`src/rtl/stream_fill_arbiter.sv`:
```
// Two-channel fill arbiter: grants a single byte source to whichever FIFO has
// dropped below its low watermark, in round-robin order, in bursts of up to BURST bytes.
module stream_fill_arbiter #(
    parameter int BURST     = 512,
    parameter int LOW_WM    = 1024,
    parameter int HIGH_WM   = 1536,
    parameter int DRAIN_LAT = 4
) (
    input  logic        clk,
    input  logic        rst_n,
    input  logic        en0,
    input  logic        en1,
    input  logic [10:0] usedw0,
    input  logic [10:0] usedw1,
    input  logic        full0,
    input  logic        full1,
    output logic        src_read_req,
    input  logic [7:0]  src_data,
    input  logic        src_data_valid,
    input  logic        src_end,
    output logic [7:0]  wr_data,
    output logic        wr_req0,
    output logic        wr_req1,
    output logic        grant0,
    output logic        grant1,
    output logic        stream_over,
    output logic        drop_err,
    output logic        ovf_err
);

    localparam logic [9:0]  BURST_C    = 10'(BURST);
    localparam logic [9:0]  BURST_M1   = 10'(BURST - 1);
    localparam logic [10:0] LOW_WM_C   = 11'(LOW_WM);
    localparam logic [10:0] HIGH_WM_M1 = 11'(HIGH_WM - 1);
    localparam logic [3:0]  DRAIN_INIT = 4'(DRAIN_LAT - 1);

    typedef enum logic [1:0] {
        S_IDLE  = 2'd0,
        S_GRANT = 2'd1,
        S_DRAIN = 2'd2,
        S_END   = 2'd3
    } state_t;

    state_t     r_state;
    logic       r_owner;
    logic       r_last;
    logic [9:0] r_cnt;
    logic [3:0] r_drain_cnt;
    logic       r_src_read_req;
    logic       r_grant0;
    logic       r_grant1;
    logic       r_stream_over;
    logic       r_drop_err;
    logic       r_ovf_err;

    logic        w_req0;
    logic        w_req1;
    logic        w_busy;
    logic [10:0] w_owner_usedw;
    logic        w_owner_full;
    logic        w_owner_en;
    logic        w_wr_req0;
    logic        w_wr_req1;
    logic        w_accept;
    logic        w_cnt_done;
    logic        w_grant_stop;
    logic        w_drop;
    logic        w_ovf;

    assign w_req0 = en0 && !full0 && (usedw0 < LOW_WM_C);
    assign w_req1 = en1 && !full1 && (usedw1 < LOW_WM_C);

    assign w_busy        = (r_state == S_GRANT) || (r_state == S_DRAIN);
    assign w_owner_usedw = r_owner ? usedw1 : usedw0;
    assign w_owner_full  = r_owner ? full1 : full0;
    assign w_owner_en    = r_owner ? en1 : en0;

    // Write strobes are combinational so a byte lands in the FIFO the cycle it arrives.
    assign w_wr_req0 = rst_n && src_data_valid && w_busy && !r_owner && !full0;
    assign w_wr_req1 = rst_n && src_data_valid && w_busy &&  r_owner && !full1;
    assign w_accept  = (r_state == S_GRANT) && (w_wr_req0 || w_wr_req1);

    // Burst is complete on the cycle the final byte is accepted, so no extra byte is requested.
    assign w_cnt_done   = (r_cnt == BURST_C) || (w_accept && (r_cnt == BURST_M1));
    assign w_grant_stop = w_cnt_done || (w_owner_usedw > HIGH_WM_M1) || w_owner_full || !w_owner_en;

    assign w_drop = src_data_valid && !w_busy;
    assign w_ovf  = src_data_valid && w_busy && w_owner_full;

    always_ff @(posedge clk) begin
        if (!rst_n) begin
            r_state        <= S_IDLE;
            r_owner        <= 1'b0;
            r_last         <= 1'b1;
            r_cnt          <= 10'd0;
            r_drain_cnt    <= 4'd0;
            r_src_read_req <= 1'b0;
            r_grant0       <= 1'b0;
            r_grant1       <= 1'b0;
            r_stream_over  <= 1'b0;
            r_drop_err     <= 1'b0;
            r_ovf_err      <= 1'b0;
        end else begin
            if (w_drop) begin
                r_drop_err <= 1'b1;
            end
            if (w_ovf) begin
                r_ovf_err <= 1'b1;
            end

            if (src_end) begin
                r_state        <= S_END;
                r_src_read_req <= 1'b0;
                r_grant0       <= 1'b0;
                r_grant1       <= 1'b0;
                r_stream_over  <= 1'b1;
            end else begin
                case (r_state)
                    S_IDLE: begin
                        // r_last==1 means channel 1 was served last, so channel 0 wins a tie.
                        if (w_req0 && (!w_req1 || r_last)) begin
                            r_state        <= S_GRANT;
                            r_owner        <= 1'b0;
                            r_cnt          <= 10'd0;
                            r_src_read_req <= 1'b1;
                            r_grant0       <= 1'b1;
                            r_grant1       <= 1'b0;
                        end else if (w_req1) begin
                            r_state        <= S_GRANT;
                            r_owner        <= 1'b1;
                            r_cnt          <= 10'd0;
                            r_src_read_req <= 1'b1;
                            r_grant0       <= 1'b0;
                            r_grant1       <= 1'b1;
                        end
                    end
                    S_GRANT: begin
                        if (w_accept && (r_cnt != BURST_C)) begin
                            r_cnt <= r_cnt + 10'd1;
                        end
                        if (w_grant_stop) begin
                            r_state        <= S_DRAIN;
                            r_src_read_req <= 1'b0;
                            r_drain_cnt    <= DRAIN_INIT;
                        end
                    end
                    S_DRAIN: begin
                        if (r_drain_cnt == 4'd0) begin
                            r_state  <= S_IDLE;
                            r_last   <= r_owner;
                            r_grant0 <= 1'b0;
                            r_grant1 <= 1'b0;
                        end else begin
                            r_drain_cnt <= r_drain_cnt - 4'd1;
                        end
                    end
                    default: begin
                        r_src_read_req <= 1'b0;
                        r_grant0       <= 1'b0;
                        r_grant1       <= 1'b0;
                        r_stream_over  <= 1'b1;
                    end
                endcase
            end
        end
    end

    assign src_read_req = r_src_read_req;
    assign grant0       = r_grant0;
    assign grant1       = r_grant1;
    assign stream_over  = r_stream_over;
    assign drop_err     = r_drop_err;
    assign ovf_err      = r_ovf_err;
    assign wr_data      = src_data;
    assign wr_req0      = w_wr_req0;
    assign wr_req1      = w_wr_req1;

endmodule

```
`config.mk`:
```
export PLATFORM = sky130hd
export DESIGN_NAME = stream_fill_arbiter
export DESIGN_NICKNAME = d
export VERILOG_FILES = /design/src/rtl/stream_fill_arbiter.sv
export SDC_FILE = /design/constraint.sdc
export NUM_CORES = 1
export LEC_CHECK = 0
export ABC_AREA = 1
export CAP_MARGIN = 20
export CORE_AREA = 2 2 63 65
export DETAILED_ROUTE_END_ITERATION = 10
export DIE_AREA = 0 0 65 67
export PLACE_DENSITY = 0.83
export SYNTH_ARGS = -nofsm -noshare
export SYNTH_HDL_FRONTEND = slang
export SYNTH_SLANG_ARGS = --single-unit
```
`constraint.sdc`:
```
create_clock -name clk -period 2.1 [get_ports clk]
set_input_delay 0.63 -clock clk [delete_from_list [all_inputs] [get_ports clk]]
set_output_delay 0.63 -clock clk [all_outputs]
set_load 0.01 [all_outputs]
```
==> results of run 1 <==
-- layout by cell type (no fill, tap or decap), types with 3 or more instances in the layout --
master,Yosys,routed
a21oi_1,15,15
a21oi_2,8,8
buf_4,8,11
clkbuf_8,0,4
clkdlybuf4s50_1,0,13
dfxtp_1,24,24
ha_1,7,7
inv_1,19,19
inv_2,4,4
nand2_1,55,54
nand2_2,6,7
nand3_1,10,10
nand3_2,4,3
nor2_1,34,34
nor2_2,3,3
nor3_1,3,3
o21ai_0,4,4
o21ai_1,4,4
xnor2_1,3,3
xor2_1,5,5
-- cells in the mapped netlist (3+ instances only) --
cell type,instances
nand2_2,6
nor2_1,34
a21oi_2,8
nor3_1,3
nand3_1,10
inv_2,4
buf_4,8
nand2_1,55
o21ai_0,4
o21ai_1,4
a21oi_1,15
dfxtp_1,24
xor2_1,5
nand3_2,4
inv_1,19
ha_1,7
nor2_2,3
xnor2_1,3
-- metal layers --
metal  track usage [%]  vias to the layer above  part of all wire (%)
met1              19.6                      687                    45
met2              30.8                       36                    48
met4              4.79                        0                   1.9
met3              3.04                        9                   5.2
met5                 0                        -                     0
li1                  -                      778                     -
-- kinds of logic (layout without fill, tap and decap cells) --
logic type / count (synthesis) / count (layout) / share of synthesized area [%]
XOR/XNOR: 8 / 8 / 4.46
AND/OR/NAND/NOR: 119 / 119 / 33.7
buffers and inverters: 35 / 62 / 10.9
AO/OA/AOI/OAI: 36 / 36 / 14.7
adder cells (fa/ha/maj): 7 / 7 / 5.58
flip-flops: 24 / 24 / 30.6
-- state kept, by name, indices dropped and copies added (netlist names) --
signal	cells
drop_err	1
grant0	1
grant1	1
ovf_err	1
r_cnt	10
r_drain_cnt	4
r_last	1
r_owner	1
r_state	2
src_read_req	1
stream_over	1
-- metrics by stage --
step / power (W) / utilization (%) / cells
2_1_floorplan: 0.000978 / - / 229
3_3_place_gp: 0.00117 / 51.9 / 299
3_5_place_dp: 0.00118 / 51.9 / 299
4_1_cts: 0.00150 / 53.1 / 303
5_1_grt: 0.00163 / 53.8 / 304
6_report: 0.00153 / 53.8 / 304
-- worst max-delay path, stage by stage, from the launching register on --
cell     delay [ps]
dfxtp_1         350
inv_1            70
ha_1            320
nand3_2         130
nor2_1          110
buf_2           140
-- area by class of cell --
type / instances / share of cell area, %
Clock buffer: 4 / 2.84
Tap cell: 48 / 3.09
Timing Repair inverter: 1 / 0.387
Sequential cell: 24 / 24.8
Inverter: 24 / 4.77
Multi-Input combinational cell: 170 / 47.8
Timing Repair Buffer: 33 / 16.3
-- what timing repair did --
action / CTS / global route
gates resized for setup: 10 / 6
cloned: 0 / 1
setup endpoints to repair: 2 / 10
pin swaps: 0 / 2
-- power by group --
| group | total (W) | switching, W | internal (W) |
|---|---|---|---|
| registers | 0.000541 | 0.0000338 | 0.000508 |
| clock network | 0.000322 | 0.000155 | 0.000168 |
| logic | 0.000663 | 0.000395 | 0.000268 |
| total | 0.00153 | 0.000583 | 0.000943 |
-- path summary, 6_finish.rpt --
check | startpoint | endpoint | slack (ps)
max | r_state[1] | wr_req0 | 90
min | ovf_err | ovf_err | 460
max reg2reg | r_state[1] | r_cnt[1] | 330
min reg2reg | ovf_err | ovf_err | 460
==> impl_metrics.yaml, run 1 <==
sta:
  finalClockSkew_ps: 8.72
  rsz0062_at_grt: "false"
  hold-worst-slack_ps: 464
  finalSetupViolCount: 0
  finalHoldViolations: 0
  slew_viol_final: 0
  maxClockFrequency_mhz: 497
  slew-limit-headroom_pct: 82.5
  fin_tns_setup_ps: 0
  worst_slack_ps: 87.6
  tightest_slew_ps: 262
  finalCritPeriodShare_pct: 95.8
  post-route-min-period_ps: 2010
synth:
  synth_ff_type: "dfxtp_1"
  syn_inst: 229
  synth.cell_area_mm2: 0.00157
  async_flop_share_pct: 0
  synth_edf_count: 0
  syn_nets: 274
  yosysTopAreaCellShare_pct: 30.6
  ys.warnings.count: 0
  seq_area_frac_synth_pct: 30.6
  yosys_register_bits: 24
  synth.avg_cell_area_um2: 6.86
  ys_top_cells_by_area: "dfxtp_1 31%, nand2_1 13%, nor2_1 8.1%, ha_1 5.6%, a21oi_1 4.8%"
  yosysTopAreaCell: "dfxtp_1"
  ys_types: 31
final_layout:
  nFillCells: 330
  drive_gt1_share_pct: 20.7
  final-seq-area_um2: 480
  nets: 302
  multi_input_area_um2: 928
  design_area_mm2: 0.00194
  diodes: 0
  synthToLayoutAreaGrowth_pct: 23.6
run:
  drv_cap: 0
placement:
  place_ws_ps: -479
  post_dp_cell_area_mm2: 0.00187
  port_buffers: 19
  gp_congestion: 0.837
  hpwlAfterDp_um: 2540
detailed_routing:
  antenna_left: 0
  wl_um: 3510
  wl_per_cell_um: 11.5
  vias: 1510
  avgViaCountPerCell: 4.97
  drtIter0Drc: 60
  drtPass1Iterations: 4
  drc_errors: 0
cts:
  cts_tree: "yes"
  cts_sinks: 24
  cts_max_level: 1
  cts.clk_slew.worst_paths_ps: 90
  clock_latency_ps: 270
  clockRootBuffer: "clkbuf_8"
  cts-buffers-inserted: 3
  clk_path_buf_depth: 2
  cts_setup_buffers: 0
  ctsHoldBuffers: 0
setup_path:
  criticalPathCategory: "reg2out"
  cp_max_fo: 4
  cp.arrival_ps: 1380
  cp-start-kind: "register"
  cp-end-kind: "primary output"
  rr_worst_depth: 10
  critPathRequiredTime_ps: 1470
floorplan:
  core_area_mm2: 0.00361
  io_pins: 54
  die_y_um: 67
  start_util_pct: 43.5
  fp.dieW_um: 65
  placementRows: 22
  dieArea_mm2: 0.00436
worst_hold_path:
  min_path_cells: 2
  hold_class: "reg2reg"
grt:
  grt_pass1_wl_um: 5800
  grtUsageTotal_pct: 16.7
  overflow: 0
  grt_pass1_vias: 1411
  antenna_found_initial: 0
  grt_max_degree: 14
power:
  max-vdd-ir-drop_uv: 283
  pwr_density_cell_mw_per_mm2: 787
  p_leak_nw: 0.780
status:
  run_status: "complete, no violations"
Note: power is estimated with default switching activity, not from simulation.
==> run 2: changes to the inputs <==
- CTS_CLUSTER_SIZE: not set -> 30
==> results of run 2 <==
Same layout as run 1: the final DEF is identical, and so are final timing and power.
